[config.mk]
export PLATFORM = sky130hd
export DESIGN_NAME = ccff_chain_loader
export DESIGN_NICKNAME = d
export VERILOG_FILES = /design/src/rtl/ccff_chain_loader.sv
export SDC_FILE = /design/constraint.sdc
export NUM_CORES = 1
export LEC_CHECK = 0
export BUFFER_PORTS_ARGS = -buffer_cell sky130_fd_sc_hd__buf_2
export CORE_MARGIN = 2
export CORE_UTILIZATION = 34
export DETAILED_ROUTE_END_ITERATION = 16
export PLACE_DENSITY = 0.53
export SYNTH_ARGS = -nofsm -noshare
export SYNTH_HDL_FRONTEND = slang
export SYNTH_SLANG_ARGS = --single-unit
[constraint.sdc]
create_clock -name prog_clk -period 1.7 [get_ports prog_clk]
set_input_delay 0.255 -clock prog_clk [delete_from_list [all_inputs] [get_ports prog_clk]]
set_output_delay 0.255 -clock prog_clk [all_outputs]
set_load 0.01 [all_outputs]
[src/rtl/ccff_chain_loader.sv]
// Bitstream loader for a tile configuration chain: takes words over valid/ready,
// shifts them bit-serially into the chain and counts the ones returned on the tail.
module ccff_chain_loader #(
  parameter int CHAIN_LEN = 18,
  parameter int WORD_W    = 8,
  parameter int CNT_W     = 5
) (
  input  logic              prog_clk,
  input  logic              pReset,
  input  logic              start,
  input  logic [WORD_W-1:0] in_data,
  input  logic              in_valid,
  output logic              in_ready,
  output logic              ccff_head,
  output logic              config_enable,
  input  logic              ccff_tail,
  output logic              busy,
  output logic              done,
  output logic [CNT_W-1:0]  tail_ones
);

  localparam int NUM_WORDS = (CHAIN_LEN + WORD_W - 1) / WORD_W;
  localparam int WC_W      = $clog2(NUM_WORDS + 1);
  localparam int IDX_W     = (WORD_W > 1) ? $clog2(WORD_W) : 1;

  localparam logic [CNT_W-1:0] LEN_C       = CNT_W'(CHAIN_LEN);
  localparam logic [CNT_W-1:0] LAST_BIT_C  = CNT_W'(CHAIN_LEN - 1);
  localparam logic [WC_W-1:0]  NUM_WORDS_C = WC_W'(NUM_WORDS);
  localparam logic [IDX_W-1:0] LAST_IDX_C  = IDX_W'(WORD_W - 1);
  localparam logic             MULTI_BIT_C = (WORD_W > 1);

  typedef enum logic [1:0] {
    S_IDLE,
    S_RUN,
    S_FIN
  } state_e;

  state_e            state_q, state_d;
  logic [WORD_W-1:0] buf_q, buf_d;
  logic [IDX_W-1:0]  idx_q, idx_d;
  logic              buf_valid_q, buf_valid_d;
  logic [WC_W-1:0]   words_q, words_d;
  logic [CNT_W-1:0]  bit_cnt_q, bit_cnt_d;
  logic              head_q, head_d;
  logic              cen_q, cen_d;
  logic [CNT_W-1:0]  tail_q, tail_d;

  logic run;
  logic bits_left;
  logic buf_last;
  logic accept;

  assign run       = (state_q == S_RUN);
  assign bits_left = (bit_cnt_q != LEN_C);
  // The buffered bit being issued is its last useful one: end of word or end of chain.
  assign buf_last  = buf_valid_q && ((idx_q == LAST_IDX_C) || (bit_cnt_q == LAST_BIT_C));
  assign in_ready  = run && (words_q != NUM_WORDS_C) && (!buf_valid_q || buf_last);
  assign accept    = in_valid && in_ready;

  // NOTE: every variable gets its default before any branch so no path can infer a latch.
  always_comb begin
    state_d     = state_q;
    buf_d       = buf_q;
    idx_d       = idx_q;
    buf_valid_d = buf_valid_q;
    words_d     = words_q;
    bit_cnt_d   = bit_cnt_q;
    head_d      = head_q;
    cen_d       = 1'b0;
    tail_d      = tail_q;

    // Tail sample is the pre-shift bit, taken on every edge where the chain shifts.
    if (cen_q && ccff_tail) begin
      tail_d = tail_q + 1'b1;
    end

    unique case (state_q)
      S_IDLE: begin
        if (start) begin
          state_d     = S_RUN;
          tail_d      = '0;
          bit_cnt_d   = '0;
          words_d     = '0;
          idx_d       = '0;
          buf_valid_d = 1'b0;
        end
      end

      S_RUN: begin
        if (buf_valid_q && bits_left) begin
          head_d    = buf_q[idx_q];
          cen_d     = 1'b1;
          bit_cnt_d = bit_cnt_q + 1'b1;
          if (buf_last) begin
            buf_valid_d = accept;
            if (accept) begin
              buf_d = in_data;
              idx_d = '0;
            end
          end else begin
            idx_d = idx_q + 1'b1;
          end
        end else if (accept) begin
          // Empty buffer: issue bit 0 straight from the bus and keep the rest.
          head_d      = in_data[0];
          cen_d       = 1'b1;
          bit_cnt_d   = bit_cnt_q + 1'b1;
          buf_d       = in_data;
          idx_d       = IDX_W'(1);
          buf_valid_d = MULTI_BIT_C && (bit_cnt_q != LAST_BIT_C);
        end

        if (accept) begin
          words_d = words_q + 1'b1;
        end

        if (!bits_left) begin
          state_d     = S_FIN;
          buf_valid_d = 1'b0;
        end
      end

      S_FIN: begin
        state_d = S_IDLE;
      end

      default: begin
        state_d = S_IDLE;
      end
    endcase
  end

  // NOTE: sequential state uses non-blocking assignments so all flops update from pre-edge values.
  always_ff @(posedge prog_clk) begin
    if (pReset) begin
      state_q     <= S_IDLE;
      idx_q       <= '0;
      buf_valid_q <= 1'b0;
      words_q     <= '0;
      bit_cnt_q   <= '0;
      head_q      <= 1'b0;
      cen_q       <= 1'b0;
      tail_q      <= '0;
    end else begin
      state_q     <= state_d;
      idx_q       <= idx_d;
      buf_valid_q <= buf_valid_d;
      words_q     <= words_d;
      bit_cnt_q   <= bit_cnt_d;
      head_q      <= head_d;
      cen_q       <= cen_d;
      tail_q      <= tail_d;
    end
  end

  // NOTE: word data needs no reset; buf_valid_q alone decides whether it is ever read.
  always_ff @(posedge prog_clk) begin
    buf_q <= buf_d;
  end

  assign busy          = run;
  assign done          = (state_q == S_FIN);
  assign ccff_head     = head_q;
  assign config_enable = cen_q;
  assign tail_ones     = tail_q;

endmodule
### Yosys cells after proc, flatten, opt, wreduce, memory -nomap -nowiden

Index checks and enable logic that the tools add are counted.

* word-level logic and storage cells: 84
* output and inout bits: 10
* input bits: 13
* register bits: 28

* mux-type cells: 34
* bitwise operators: 1
* equal/unequal tests: 15
* add/sub/neg operators: 4
* $lt $le $gt $ge: 1
* reduce and logical (&&, ||, !) cells: 20

Operator list (number)
* $mux W5: 6
* $mux W8: 3
* $mux W3: 5
* $add A5 B1 Y5 const B: 2
* $mux W1: 10
* $ne A5 B5 Y1 const B: 2
* $pmux W5 S2: 1
* $mux W2: 4
* $ne A2 B2 Y1 const B: 4
* $pmux W2 S2: 2
* $reduce_and A4 Y1: 2
* $logic_and A1 B1 Y1: 6
* $pmux W3 S2: 1
* $reduce_and A2 Y1: 3
* $reduce_and A3 Y1: 2
* $eq A5 B5 Y1 const B: 1
* $lt A3 B4 Y1 const B: 1
* $ne A4 B2 Y1 const B: 1
* $ne A4 B4 Y1 const B: 1
* $reduce_bool A2 Y1: 2
* $add A3 B1 Y3 const B: 1
* $bmux W1 S3: 1
* $eq A3 B3 Y1 const B: 1
* $ne A3 B1 Y1 const B: 1
* 11 further kinds: 12

### Depth between registers and ports, before layout

Gate-level depths: netlist of the first run.

* depth in word-level cells: 10
* gate-level depth with buffers: 6

### Least setup slack after synthesis of the first run

Ideal clock, no wire load.

* kind: reg2reg
* start: register idx_q[0]
* end: register idx_q[0]
* data required time: 1583 ps
* library setup time: 117 ps
* arrival time: 1604 ps
* path buffers: 0
* slack: -21 ps
* stages on the path, launching flop included: 7
* cell sequence: dfxtp_1 -> ha_1 -> ha_1 -> and2b_1 -> a21oi_1 -> a221o_1 -> a22o_1

* word-level cells in the longest chain between the ends: 8

Ends and longest elaborated chain
* start, declared: RTL line 40 `logic [IDX_W-1:0] idx_q, idx_d;`
* start signal, assigned: RTL line 146 `idx_q <= idx_d;`
* $eq A3 B3 Y1: RTL line 56 `assign buf_last = buf_valid_q && ((idx_q == LAST_IDX_C) || (bit_cnt_q == LAST_BIT_C));`
* $logic_or A1 B1 Y1: RTL line 56
* $logic_and A1 B1 Y1: RTL line 56
* $logic_or A1 B1 Y1: RTL line 57 `assign in_ready = run && (words_q != NUM_WORDS_C) && (!buf_valid_q || buf_last);`
* $logic_and A1 B1 Y1: RTL line 57
* $logic_and A1 B1 Y1: RTL line 58 `assign accept = in_valid && in_ready;`
* $ne A3 B1 Y1 (no source line) or $ne A3 B2 Y1 (tied branches)
* $reduce_and A4 Y1 (no source line)

Parallel ways exist; a longest one is shown, timed or not.
A chain may end at the register's enable or synchronous reset.

### Final worst setup path of the first run

* start: register idx_q[1]
* end: register idx_q[1]

The elaborated chain is that of the path after synthesis.

==> results of run 1 <==
-- cell usage in the layout (no fill, tap or decap), drive strengths merged, types with 3 or more instances in the layout --
cell     n
o21ai    9
clkbuf   3
nand3    7
buf     42
dfxtp   20
xor2     4
ha       7
o211ai   3
a31oi    3
nand2    4
nor2     9
a21oi    4
edfxtp   8
nand2b   3
nor2b    3
nor3     5
inv      8
-- stage by stage --
step,TNS [ps],instances,utilization
after floorplan,0,135,-
after global placement,0,218,0.423
after detailed placement,-88.1,218,0.423
after CTS,0,225,0.452
after global routing,-162,228,0.464
final,0,228,0.464
-- kinds of logic after synthesis --
group                    synth area share
flip-flops                          0.445
buffers and inverters              0.0304
adder cells (fa/ha/maj)            0.0609
XOR/XNOR                           0.0243
multiplexers                       0.0461
AND/OR/NAND/NOR                     0.207
AO/OA/AOI/OAI                       0.186
-- repair_timing --
action,CTS,global route
setup endpoints to repair,13,17
resized for setup,13,8
buffers inserted,3,3
pin swaps,2,5
-- worst max-delay path: stages, from the launching register on --
cell and delay [ps]:
dfxtp_2 350, ha_4 160, ha_4 160, and2b_2 250, a21oi_1 80, a221o_1 370
a32o_1 230
-- worst paths after layout --
check | from | cells past startpoint | slack, ps | end
worst max-delay path | idx_q[1]$_SDFFE_PP0P_ | 6 | 6 | idx_q[1]$_SDFFE_PP0P_
worst min-delay path | in_data[5] | 1 | 150 | buf_q[5]$_DFFE_PP_
worst min register to register | tail_ones[1]$_SDFF_PP0_ | 2 | 500 | tail_ones[1]$_SDFF_PP0_
worst max register to register | idx_q[1]$_SDFFE_PP0P_ | 6 | 6 | idx_q[1]$_SDFFE_PP0P_
-- sequential cells by signal, indices dropped and copies added, names as in the netlist --
register	flops
bit_cnt_q	5
buf_q	8
buf_valid_q	1
ccff_head	1
config_enable	1
idx_q	3
state_q	2
tail_ones	5
words_q	2
-- final cells by class --
cell class / instances / share of cell area
Clock inverter: 1 / 0.00201
Multi-Input combinational cell: 96 / 0.439
Clock buffer: 3 / 0.0221
Tap cell: 50 / 0.0334
Sequential cell: 28 / 0.346
Timing Repair Buffer: 42 / 0.141
Inverter: 8 / 0.0161
-- power breakdown --
| part | switching, mW | internal (mW) |
|---|---|---|
| logic | 0.0842 | 0.0738 |
| registers | 0.0132 | 0.704 |
| clock network | 0.212 | 0.163 |
| total | 0.309 | 0.941 |
-- per-layer routing --
metal | track usage | vias to the layer above
met1 | 0.189 | 601
li1 | - | 604
met5 | 0 | -
met2 | 0.275 | 45
met3 | 0.0380 | 9
met4 | 0.0566 | 0
==> results.md, run 1 <==
- Outcome: finished clean
- Synth area leaders: dfxtp_1 28%, edfxtp_1 17%, ha_1 6.1%, mux4_2 3.1%, o21ai_0 2.4%
- GPL Wtd Cong: between 0.8 and 0.9
- I/O pins: 23
- IO buf count: 22
- Minimum clock period: 1690 ps
- Maxcap violations: 0
- Pwr dens: 668 nW/µm²
- CTS tree: yes
- Top-count cell post-synth: dfxtp_1
- Site Rows: 23
- Period utilization: 0.996
- Critical-path maximum fanout: 3
- Hold Vio Cnt, Final: 0
- Number of CTS-inserted buffers: 3
- Register area share after synthesis: 0.445
- Met2 routed WL: 1.76 mm
- Num Clock Sinks: 28
- Skew final: 13.8 ps
- Final Max Slew Viols: 0
- Maximum VDD drop: 0.319 mV
- # fillers: 374
- Routed vias: 1,259
- CP required: 1880 ps
- Layout cell share with drive strength beyond 1: 0.410
- Final hold slack: 151 ps
- Die X: ~69 µm
- WL met1: approximately 1.6 mm
- Finish-stage setup viols: 0
- Vias per inst: roughly 5.5
- Max Root-Sink Buffers: 2
- GR Util All Layers: 0.158
- Largest net degree at the start of global routing: 18
- Slew HR: 0.706
- Slew @ Worst Pin: 439 ps
- Highest metal used: met4
- Post-synth top flop: dfxtp_1
- Area delta synth->final: 30.0%
- Critical path startpoint category: flop
- DR WL met3: 176 µm
- Leakage: 0.735 nW
- Initial Util: 0.357
- Cell Area, Placed: 1700 µm²
- Clock root buffer: clkbuf_8
- Syn_nets: 155
- GR Overflow Total: 0
- Reg area: 648 µm²
- Setup CP Type: reg -> reg
- Core area: 4030 µm²
- Initial antenna violation count: 0
- Hold_buf cts: 0
- RSZ-0062 raised after global routing: true
- Mapped cell area: 1440 µm²
- Most frequent cells after synthesis: 20 x dfxtp_1, 8 x edfxtp_1, 8 x nor2_1
- Ys Warns: 0
- Yosys cell types: 53
- Post-synth EDFFs: 8
- Drt total wl: 3.59 mm
- First-pass GRT wire length: 6.02 mm
- Fmax: ~590 MHz
- Clk_lat worst skew: 280 ps
- Syn_area_per_cell: 10.7 µm²
- # diodes: 0
- Final instance area: about 1900 µm²
- Post-synthesis cell count: approximately 140
- Asr flop ratio synth: 0
- CP Capture Type: flop
- Total Nets Final: 199
- Vias in the first global route: 1,264
- Die area: 4770 µm²
- Top cell type's share of synthesized area: 0.278
- Post-detail-place hpwl: 2.60 mm
- #FFs+latches synth: 28
- Per-cell routed wire length: between 15 and 20 µm
- DRC viols: 0
- Worst Path Arrival: between 1500 and 2000 ps
- Iteration-0 DRC count of the detailed router: 73
- Antenna-violating nets left: 0
- Worst-path clk slew: 100 ps
- TritonRoute pass-1 iters: 4
- Max H-tree Level: 1
- Post-synth top area cell: dfxtp_1
- Worst Hold Class: in -> reg
- Post-Place Setup Slack: -11.2 ps
- Multi-input gate area in the final layout: 821 µm²
- Final Power: 1.25 mW
- Final worst slack: 6.05 ps
- Die height: 69.1 µm
No activity file was read; power rests on OpenSTA's default activity.
==> inputs of run 2 (changes only) <==
Settings changed: CORE_ASPECT_RATIO set to 1.25.
==> run 2 against run 1 <==
  * Global-route usage shrank 0.80 points
  * Critical endpoint is now in_ready
  * Clock skew shrank 8.8 ps
  * First-iteration DRC count shrank 8.2%
  * Sequential share of layout area shrank 0.75 points
  * Clock-buffer cell count is the same
  * Combinational power is essentially flat
  * Die area is essentially flat
  * Largest cell class unchanged
  * Sequential cell count is the same
  * Worst hold slack lost 5.1 ps
  * Cell count grew 1.3%
  * Utilization grew 0.68 points
==> results.md, run 2 (synthesized netlist as in run 1, its figures left out) <==
- Worst reg-to-reg path cell count: 7
- Die X: 62.2 µm
- Area delta synth->final: 33.1%
- Worst-path clk slew: 100 ps
- Maximum VDD drop: 0.454 mV
- Layout cell share with drive strength beyond 1: 0.429
- CP max-delay cell: dfxtp_2
- Pwr dens: 729 nW/µm²
- Top reg by flops: buf_q
- Fmax: 595 MHz
- Setup CP Type: reg -> out
- Worst Hold Class: in -> reg
- Non-filler instance count after layout: 231
- Final worst slack: 20.6 ps
- Initial antenna violation count: 0
- Dpl cells: roughly 220
- Hold_sp: in_data[6]
- Site Rows: 26
- Num Clock Sinks: 28
- Max reg flops: 8
- Post-detail-place hpwl: 2.51 mm
- GR Overflow Total: 0
- # fillers: 393
- Vias in the first global route: 1,222
- GR Util All Layers: 0.150
- RR Endpoint: idx_q[0]$_SDFFE_PP0P_
- First-pass GRT wire length: 5.84 mm
- Worst Path Arrival: 1420 ps
- Skew final: 5.03 ps
- Critical-path maximum fanout: 4
- Total Nets Final: 196
- DRC viols: 0
- Final instance area: 1920 µm²
- Drt total wl: 3.46 mm
- Initial Util: 0.354
- Antenna-violating nets left: 0
- Number of CTS-inserted buffers: 3
- Critical path's top delay family: flip-flops
- Max H-tree Level: 1
- Cell Area, Placed: 1700 µm²
- RSZ-0062 raised after global routing: true
- Most frequent cells in the layout: 22 x buf_2, 16 x buf_4, 15 x dfxtp_1
- Iteration-0 DRC count of the detailed router: 67
- Core area: around 4000 µm²
- Leakage: around 0.74 nW
- Period utilization: 0.988
- Slew HR: 0.709
- FF-to-FF setup slack: 30 ps
- Maxcap violations: 0
- Clock root buffer: clkbuf_8
- Most common cell after layout, fill and taps aside: buf_2
- Outcome: finished clean
- CP peak stage delay: 350 ps
- WP buf/inv: 1
- TritonRoute pass-1 iters: 4
- Final Util: 0.471
- Vias per inst: 5.34
- # diodes: 0
- Critical R2R Launch: bit_cnt_q[1]$_SDFFE_PP0P_
- Slew @ Worst Pin: approximately 440 ps
- Finish-stage setup viols: 0
- CP Capture Type: output pin
- Final Max Slew Viols: 0
- Most frequent CP cell: ha_4
- Minimum clock period: 1680 ps
- IO buf count: 22
- Critical path startpoint category: flop
- Die height: 76.7 µm
- Worst Hold End: buf_q[6]$_DFFE_PP_
- I/O pins: 23
- Die area: between 4000 and 5000 µm²
- Setup TNS: 0 ps
- Hold Path Cell Cnt: 1
- Max Root-Sink Buffers: 2
- Critical path cell sequence: ha_4 > ha_4 > nand2b_4 > nor2_4 > nor3_2 > buf_2
- CTS tree: yes
- CP required: 1440 ps
- Per-cell routed wire length: 15.0 µm
- Final Power: around 1.4 mW
- Clk_lat worst skew: 270 ps
- Routed vias: 1,234
- Largest net degree at the start of global routing: 18
- Hold Vio Cnt, Final: 0
- Post-Place Setup Slack: -37.6 ps
- GPL Wtd Cong: 0.824
- Final hold slack: around 150 ps
## run 2: final cells by class
cell class,instances,area [µm²],area share
clock buffer,3,41.3,0.0216
inverter,8,30.0,0.0157
multi-input combinational,96,853,0.445
timing repair buffer,39,241,0.126
sequential,28,649,0.339
clock inverter,1,30.0,0.0157
tap,56,70.1,0.0366
## run 2: per-layer routing
layer / vias to the layer above / part of all wire / GRT usage
li1: 592 / - / -
met1: 602 / 0.40 / 0.181
met2: 34 / 0.54 / 0.272
met3: 6 / 0.041 / 0.0279
met4: 0 / 0.015 / 0.0422
met5: - / 0 / 0
## run 2: what timing repair did
item                                    in CTS  in global routing
hold buffers                                 0                  0
gates resized for setup                     13                 13
pin swaps                                    3                  2
gates cloned                                 0                  0
buffers inserted                             4                  1
endpoints found under the setup margin      15                 18
## run 2: power breakdown
part | switching [mW] | internal [mW]
sequential | 0.0123 | 0.704
combinational | 0.0853 | 0.0718
clock | 0.208 | 0.315
total | 0.306 | 1.09
## run 2: worst max-delay path by stage
stage	start	depth (start not counted)	endpoint	slack [ps]
6_report	idx_q[1]$_SDFFE_PP0P_	6	in_ready	20
5_1_grt	bit_cnt_q[1]$_SDFFE_PP0P_	7	idx_q[2]$_SDFFE_PP0P_	-50
4_1_cts	bit_cnt_q[1]$_SDFFE_PP0P_	7	idx_q[0]$_SDFFE_PP0P_	7
3_5_place_dp	idx_q[0]$_SDFFE_PP0P_	6	idx_q[0]$_SDFFE_PP0P_	-40
3_3_place_gp	idx_q[0]$_SDFFE_PP0P_	6	idx_q[0]$_SDFFE_PP0P_	30
2_1_floorplan	idx_q[0]$_SDFFE_PP0P_	6	idx_q[0]$_SDFFE_PP0P_	10
==> inputs of run 3 (changes only) <==
Settings changed: CORE_ASPECT_RATIO 1.25 to 0.9.
==> run 3 against run 2 <==
  * The flow now finishes with violations (negative setup slack)
  * Clock skew shrank 1.7 ps
  * Non-clock buffer count up 10
  * Global-route usage up 1.7 points
  * Power down 9.5%
  * Die area about the same
  * Critical path depth increased by 1
  * Largest power group unchanged
==> results.md, run 3 (synthesized netlist as in run 1, its figures left out) <==
- Critical-path maximum fanout: 4
- Top reg by flops: buf_q
- Final Max Slew Viols: 0
- IO buf count: 22
- CP required: 1870 ps
- Antenna-violating nets left: 0
- Worst Hold Class: in -> reg
- Minimum clock period: 1700 ps
- Iteration-0 DRC count of the detailed router: 134
- Die height: 65.7 µm
- Initial antenna violation count: 0
- Max Root-Sink Buffers: 2
- Die area: 4770 µm²
- Gate power share: 0.139
- DRC viols: 0
- Reg power frac: 0.567
- Most frequent cells in the layout: 26 x buf_4, 22 x buf_2, 16 x dfxtp_1
- Reg area: between 600 and 700 µm²
- Failing checks: negative setup slack
- Final worst slack: -2.15 ps
- TritonRoute pass-1 iters: 4
- Die X: slightly above 70 µm
- Max H-tree Level: 1
- Period utilization: 1.00
- Sw Pwr: 0.314 mW
- RSZ-0062 raised after global routing: true
- Fmax: 587 MHz
- I/O pins: 23
- Max reg flops: 8
- Outcome: finished with violations
- Pwr dens: 644 nW/µm²
- Most common cell after layout, fill and taps aside: buf_4
- Leakage: about 0.77 nW
- Number of CTS-inserted buffers: 3
- Initial Util: 0.353
- GR Overflow Total: 0
- Maxcap violations: 0
- Clk_lat worst skew: between 200 and 300 ps
- Worst Path Arrival: 1880 ps
- # diodes: 0
- CTS tree: yes
- Post-Place Setup Slack: -67.6 ps
- Drt total wl: 3.65 mm
- Core area: around 4100 µm²
- Site Rows: 22
- Internal Power: 0.949 mW
- Routed vias: between 1,000 and 1,500
- GPL Wtd Cong: 0.805
- Per-cell routed wire length: 15.7 µm
- Skew final: about 3.4 ps
- Total Nets Final: 206
- # fillers: 365
- Post-detail-place hpwl: roughly 2.6 mm
- Largest net degree at the start of global routing: 18
- Finish-stage setup viols: 1
- Multi-input gate area in the final layout: 862 µm²
- Layout cell share with drive strength beyond 1: 0.454
- Vias in the first global route: 1,303
- Clock root buffer: clkbuf_8
- Clock Power Share: 0.294
- Hold Vio Cnt, Final: 0
- Vias per inst: around 5.4
- FF-to-FF setup slack: -2 ps
- Area delta synth->final: 36.3%
- CP Capture Type: flop
- First-pass GRT wire length: a little over 6 mm
- Hold_buf cts: 0
- Num Clock Sinks: 28
- Setup CP Type: reg -> reg
- Maximum VDD drop: 0.388 mV
- Switch share: 0.249
- Slew @ Worst Pin: 461 ps
- Worst-path clk slew: 100 ps
- Setup TNS: -2.15 ps
- Critical path startpoint category: flop
- GR Util All Layers: 0.167
- Slew HR: 0.692
run 3: path summary, 6_finish.rpt:
path,start,to,cells past startpoint
setup / recovery,bit_cnt_q[1]$_SDFFE_PP0P_,idx_q[0]$_SDFFE_PP0P_,7
hold reg to reg,tail_ones[1]$_SDFF_PP0_,tail_ones[1]$_SDFF_PP0_,2
setup reg to reg,bit_cnt_q[1]$_SDFFE_PP0P_,idx_q[0]$_SDFFE_PP0P_,7
hold / removal,in_data[7],buf_q[7]$_DFFE_PP_,1
run 3: timing repair:
action,in CTS,in global routing
cloned,0,0
hold endpoints to repair,0,0
endpoints found under the setup margin,16,15
pin swaps,3,6
resized for setup,15,13
buffers inserted,7,6
run 3: metrics by stage:
stage | util | power, mW | hold slack (ps) | instances | instance area (µm²)
2_1_floorplan | - | 0.814 | 354 | 135 | 1440
3_3_place_gp | 0.417 | 0.874 | 431 | 216 | 1700
3_5_place_dp | 0.417 | 0.881 | 433 | 216 | 1700
4_1_cts | 0.457 | 1.26 | 143 | 227 | 1860
5_1_grt | 0.482 | 1.32 | 133 | 233 | 1960
6_report | 0.482 | 1.26 | 148 | 233 | 1960
run 3: power groups by stage:
stage               Sequential (mW)  Combinational [mW]  Clock (mW)
finish                        0.717               0.175       0.372
global route                  0.719               0.191       0.408
CTS                           0.717               0.158       0.381
detailed placement            0.730               0.151           0
global placement              0.729               0.145           0
floorplan                     0.732              0.0816           0
run 3: final cells by class:
type	count	area share
multi-input cells	96	0.439
flip-flops and latches	28	0.330
repair buffers	49	0.161
well taps	48	0.0306
clock buffers	3	0.0210
inverters	8	0.0153
clock inverters	1	0.00191
run 3: worst max-delay path, stage by stage (launching register included):
cell and delay, ps:
dfxtp_2 340, inv_2 70, ha_4 120, and4bb_4 300, nor2_4 70, buf_4 130, a221o_1 340, a22o_1 230
run 3: layer usage:
metal  track usage  wire [µm]  up-vias
li1              -          -      613
met1         0.210       1660      622
met2         0.277       1800       32
met3        0.0414        157        2
met4        0.0556         30        0
met5             0          0        -
